**src/rtl/tmds_encoder.sv**
```systemverilog
// rtl/tmds_encoder.sv - DVI 1.0 TMDS 8b/10b character encoder, two-stage pipeline
//
// Ports:
//   i_pixel_clk  - pixel clock; all state updates on the rising edge
//   i_reset_n    - asynchronous active-low reset
//   i_data[7:0]  - pixel component, used while i_de=1
//   i_ctrl[1:0]  - control bits {c1,c0}, used while i_de=0
//   i_de         - display enable (1 = video, 0 = control period)
//   o_tmds[9:0]  - encoded character, bit 0 transmitted first
//   o_disparity  - running disparity, signed 5-bit two's complement

module tmds_encoder (
    input  logic       i_pixel_clk,
    input  logic       i_reset_n,
    input  logic [7:0] i_data,
    input  logic [1:0] i_ctrl,
    input  logic       i_de,
    output logic [9:0] o_tmds,
    output logic [4:0] o_disparity
);

    localparam logic [9:0] CTRL_00 = 10'b1101010100;
    localparam logic [9:0] CTRL_01 = 10'b0010101011;
    localparam logic [9:0] CTRL_10 = 10'b0101010100;
    localparam logic [9:0] CTRL_11 = 10'b1010101011;

    // Stage 1 state
    logic       de_q,   de_d;
    logic [1:0] ctrl_q, ctrl_d;
    logic [8:0] q_m_q,  q_m_d;
    logic [3:0] n1_q,   n1_d;
    logic [3:0] n0_q,   n0_d;

    // Stage 2 state
    logic [9:0] tmds_q, tmds_d;
    logic [4:0] cnt_q,  cnt_d;

    logic [3:0] n1_data;
    logic       use_xnor;
    logic [4:0] n1_w;
    logic [4:0] n0_w;

    // Stage 1: transition minimisation and ones/zeros count of q_m[7:0]
    always_comb begin
        n1_data = 4'd0;
        for (int i = 0; i < 8; i++) begin
            n1_data = n1_data + {3'b000, i_data[i]};
        end
        use_xnor = (n1_data > 4'd4) || ((n1_data == 4'd4) && !i_data[0]);

        q_m_d    = 9'd0;
        q_m_d[0] = i_data[0];
        for (int i = 1; i < 8; i++) begin
            q_m_d[i] = use_xnor ? ~(q_m_d[i-1] ^ i_data[i]) : (q_m_d[i-1] ^ i_data[i]);
        end
        q_m_d[8] = ~use_xnor;

        n1_d = 4'd0;
        for (int i = 0; i < 8; i++) begin
            n1_d = n1_d + {3'b000, q_m_d[i]};
        end
        n0_d   = 4'd8 - n1_d;
        de_d   = i_de;
        ctrl_d = i_ctrl;
    end

    // Counts widened to 5 bits so differences wrap correctly in two's complement
    assign n1_w = {1'b0, n1_q};
    assign n0_w = {1'b0, n0_q};

    // Stage 2: DC balancing against the running disparity
    always_comb begin
        tmds_d = tmds_q;
        cnt_d  = cnt_q;
        if (!de_q) begin
            case (ctrl_q)
                2'b00:   tmds_d = CTRL_00;
                2'b01:   tmds_d = CTRL_01;
                2'b10:   tmds_d = CTRL_10;
                default: tmds_d = CTRL_11;
            endcase
            cnt_d = 5'd0;
        end else if ((cnt_q == 5'd0) || (n1_q == n0_q)) begin
            if (q_m_q[8]) begin
                tmds_d = {1'b0, 1'b1, q_m_q[7:0]};
                cnt_d  = cnt_q + n1_w - n0_w;
            end else begin
                tmds_d = {1'b1, 1'b0, ~q_m_q[7:0]};
                cnt_d  = cnt_q + n0_w - n1_w;
            end
        end else if ((!cnt_q[4] && (n1_q > n0_q)) || (cnt_q[4] && (n0_q > n1_q))) begin
            // Disparity already leans the same way as this word: invert to pull back
            tmds_d = {1'b1, q_m_q[8], ~q_m_q[7:0]};
            cnt_d  = cnt_q + {3'b000, q_m_q[8], 1'b0} + n0_w - n1_w;
        end else begin
            tmds_d = {1'b0, q_m_q[8], q_m_q[7:0]};
            cnt_d  = cnt_q - {3'b000, ~q_m_q[8], 1'b0} + n1_w - n0_w;
        end
    end

    always_ff @(posedge i_pixel_clk or negedge i_reset_n) begin
        if (!i_reset_n) begin
            de_q   <= 1'b0;
            ctrl_q <= 2'b00;
            q_m_q  <= 9'd0;
            n1_q   <= 4'd0;
            n0_q   <= 4'd0;
            tmds_q <= CTRL_00;
            cnt_q  <= 5'd0;
        end else begin
            de_q   <= de_d;
            ctrl_q <= ctrl_d;
            q_m_q  <= q_m_d;
            n1_q   <= n1_d;
            n0_q   <= n0_d;
            tmds_q <= tmds_d;
            cnt_q  <= cnt_d;
        end
    end

    assign o_tmds      = tmds_q;
    assign o_disparity = cnt_q;

endmodule
```
**config.mk**
```make
export PLATFORM = sky130hd
export DESIGN_NAME = tmds_encoder
export DESIGN_NICKNAME = d
export VERILOG_FILES = /design/src/rtl/tmds_encoder.sv
export SDC_FILE = /design/constraint.sdc
export NUM_CORES = 1
export LEC_CHECK = 0
export CORE_UTILIZATION = 58
export DETAILED_ROUTE_END_ITERATION = 6
export PLACE_DENSITY = 0.81
export SETUP_SLACK_MARGIN = 0.1
export SLEW_MARGIN = 5
export SYNTH_ARGS = -nofsm -noshare
export SYNTH_HDL_FRONTEND = slang
export SYNTH_SLANG_ARGS = --single-unit
```
**constraint.sdc**
```tcl
create_clock -name i_pixel_clk -period 3.2 [get_ports i_pixel_clk]
set_input_delay 0.64 -clock i_pixel_clk [delete_from_list [all_inputs] [get_ports i_pixel_clk]]
set_output_delay 0.64 -clock i_pixel_clk [all_outputs]
set_load 0.02 [all_outputs]
```
==> flow_summary.json <==
{
  "drc": 1,
  "post-place-ws_ps": -3580,
  "hold_buffers": 0,
  "synth_flop_cell": "dfrtp_1",
  "yosys_register_bits": 34,
  "cts.sinks": 34,
  "use_met2": 0.522,
  "gp_congestion": 0.922,
  "fp-row-count": 25,
  "grt_use_met1": 0.347,
  "cts_buffers": 5,
  "hold_class": "in2reg",
  "grt_antenna_before_repair": 0,
  "finalSetupViolCount": 12,
  "nNetsFinal": 419,
  "syn_nets": 360,
  "post-route-period-util": 1.91,
  "placed_area_um2": 3540,
  "die_x_um": 73.9,
  "core_um2": 4850,
  "port_buffers": 27,
  "criticalPathCategory": "in2reg",
  "top_usage_layer": "met2",
  "r2r_slack_ps": 250,
  "insertion_delay_ps": 290,
  "num_vias": 2380,
  "drive_above_1_share": 0.246,
  "drt-total-wl_um": 6990,
  "h-tree-depth": 2,
  "ant_nets": 0,
  "grt_use_met3": 0.0425,
  "antenna_cells": 0,
  "critPathLaunchType": "input pin",
  "synth_top_area_frac": 0.242,
  "clkSlewWorstSetupHoldPaths_ps": 70,
  "timing.rr.start": "o_disparity[1]",
  "synth_common_cells": "inv_1, ha_1, dfrtp_1",
  "cp-endpoint": "n0_q[2]",
  "fmax_ghz": 0.164,
  "dr.pass1.iters": 7,
  "vias_per_cell": 5.67,
  "synth_most_common_cell": "inv_1",
  "grt_first_pass_wirelength_um": 11600,
  "skew_ps": 6.68,
  "clock_path_buffers": 2,
  "ys_types": 44,
  "syn_inst": 293,
  "drv_slew": 0,
  "dieArea_um2": 5460,
  "setup_slack_ps": -2910,
  "yosys-top-cells-area": "dfrtp_1, fa_1, ha_1, inv_1, dfstp_2",
  "min_period_ps": 6110,
  "synth_area_um2": 3000,
  "die_y_um": 73.9,
  "crit_fanout": 3,
  "avgSynthCellArea_um2": 10.2,
  "end_kind": "flop",
  "globalRouteTotalUtil": 0.289,
  "final_cells": 420,
  "floorplan.initialDensity": 0.618,
  "dp_cells": 403,
  "drt_iter0_drc": 335,
  "fill_cells": 292,
  "first_global_vias": 2469,
  "gr-total-overflow": 0,
  "reg2reg_depth": 10,
  "fin_area_um2": 3870,
  "synth-edff-count": 0,
  "area_growth_pct": 29.1,
  "ys_warn_count": 0,
  "grt_max_degree": 35,
  "r2r_end": "o_disparity[4]",
  "cp.arrival_ps": 6290,
  "hold_viol": 0,
  "status": "finished, violations left",
  "slew_headroom": 0.469,
  "netlist.top_cell.by_area": "dfrtp_1",
  "root_buffer": "clkbuf_8",
  "io_pins": 28,
  "worstMarginPinSlew_ps": 796,
  "wl_per_cell_um": 16.6,
  "yosysSeqAreaShare": 0.286,
  "cts_tree": "yes",
  "hpwl_um": 4990,
  "holdWs_ps": 581,
  "rsz0062_at_grt": "yes",
  "violations": "DRC, setup timing",
  "startpoint": "i_data[3]",
  "max_cap_viol_count": 0,
  "required_ps": 3380,
  "async_reset_ff_frac": 1.00
}
==> logic make-up (layout without fill, tap and decap cells) <==
group / after synthesis / in the layout / synth area share
DFF: 34 / 34 / 0.286
buffers and inverters: 59 / 119 / 0.0794
xor gates and xnor gates: 26 / 26 / 0.0998
AOI/OAI and AO/OA: 61 / 61 / 0.134
and+or+nand+nor: 55 / 55 / 0.103
muxes: 4 / 4 / 0.0142
adders and majority gates: 54 / 54 / 0.283
==> per-layer routing <==
metal  vias up  wire length [µm]
met5         -                 0
met4         0               145
met3        17               380
met2       101              3750
met1      1162              2720
li1       1100                 -
==> critical path: stages <==
cell and delay, ps:
buf_8 90, inv_8 30, fa_1 570, fa_1 440, fa_1 520, inv_2 50, ha_4 150, fa_2 520
nor3b_2 50, o22ai_2 220, xor2_2 210, inv_1 90, fa_1 570, fa_1 460, inv_2 90, fa_2 450
ha_4 190, fa_2 600, inv_2 60, ha_4 170, xnor2_2 130
==> cell type report <==
class / count / area, µm² / area share
Sequential cell: 34 / 860 / 0.222
Tap cell: 67 / 83.8 / 0.0217
Clock inverter: 1 / 30.0 / 0.00776
Multi-Input combinational cell: 200 / 2040 / 0.528
Timing Repair Buffer: 60 / 562 / 0.145
Inverter: 51 / 204 / 0.0527
Clock buffer: 7 / 86.3 / 0.0223
==> repair_timing <==
action / CTS / global route
setup buffers: 5 / 6
resized for setup: 36 / 13
endpoints found under the hold margin: 0 / 0
pin swaps: 16 / 15
endpoints found under the setup margin: 12 / 13
==> state kept, by name, summed over array words and instances (netlist names) <==
signal	cells
de_q	1
o_tmds	10
o_disparity	5
n0_q	4
n1_q	3
q_m_q	9
ctrl_q	2
==> per-stage QoR <==
| step | TNS (ps) | util |
|---|---|---|
| after CTS | -20070 | 0.778 |
| after detailed placement | -29030 | 0.730 |
| after global placement | -27480 | 0.730 |
| after global routing | -22060 | 0.798 |
| after floorplan | -18310 | - |
| final | -20690 | 0.798 |
==> placed cells by master (no fill, tap or decap), types with 3 or more instances in the layout <==
master	count
a211oi_1	8
a21o_1	5
a21oi_1	11
a311oi_1	8
a31oi_1	3
buf_4	24
buf_6	9
clkbuf_8	6
clkdlybuf4s50_1	24
dfrtp_1	27
dfstp_2	5
fa_1	20
fa_2	3
ha_1	28
ha_4	3
inv_1	40
inv_2	9
nand2_1	16
nand2b_1	9
nand3_1	5
nor3_1	9
o21ai_0	12
o21ai_1	5
or3_1	3
xnor2_1	8
xnor2_4	5
xor2_1	9
==> how the worst min path moves through the flow <==
stage,startpoint,end,slack [ps],cells past startpoint
2_1_floorplan,i_reset_n,ctrl_q[0],340,0
3_3_place_gp,q_m_q[8],o_tmds[8],650,2
3_5_place_dp,q_m_q[8],o_tmds[8],660,2
4_1_cts,i_data[0],q_m_q[0],580,2
5_1_grt,i_data[0],q_m_q[0],580,2
6_report,i_data[0],q_m_q[0],580,2
Power is not shown: default switching activity piles up to over one toggle a cycle in this logic, so the estimate is an artifact.
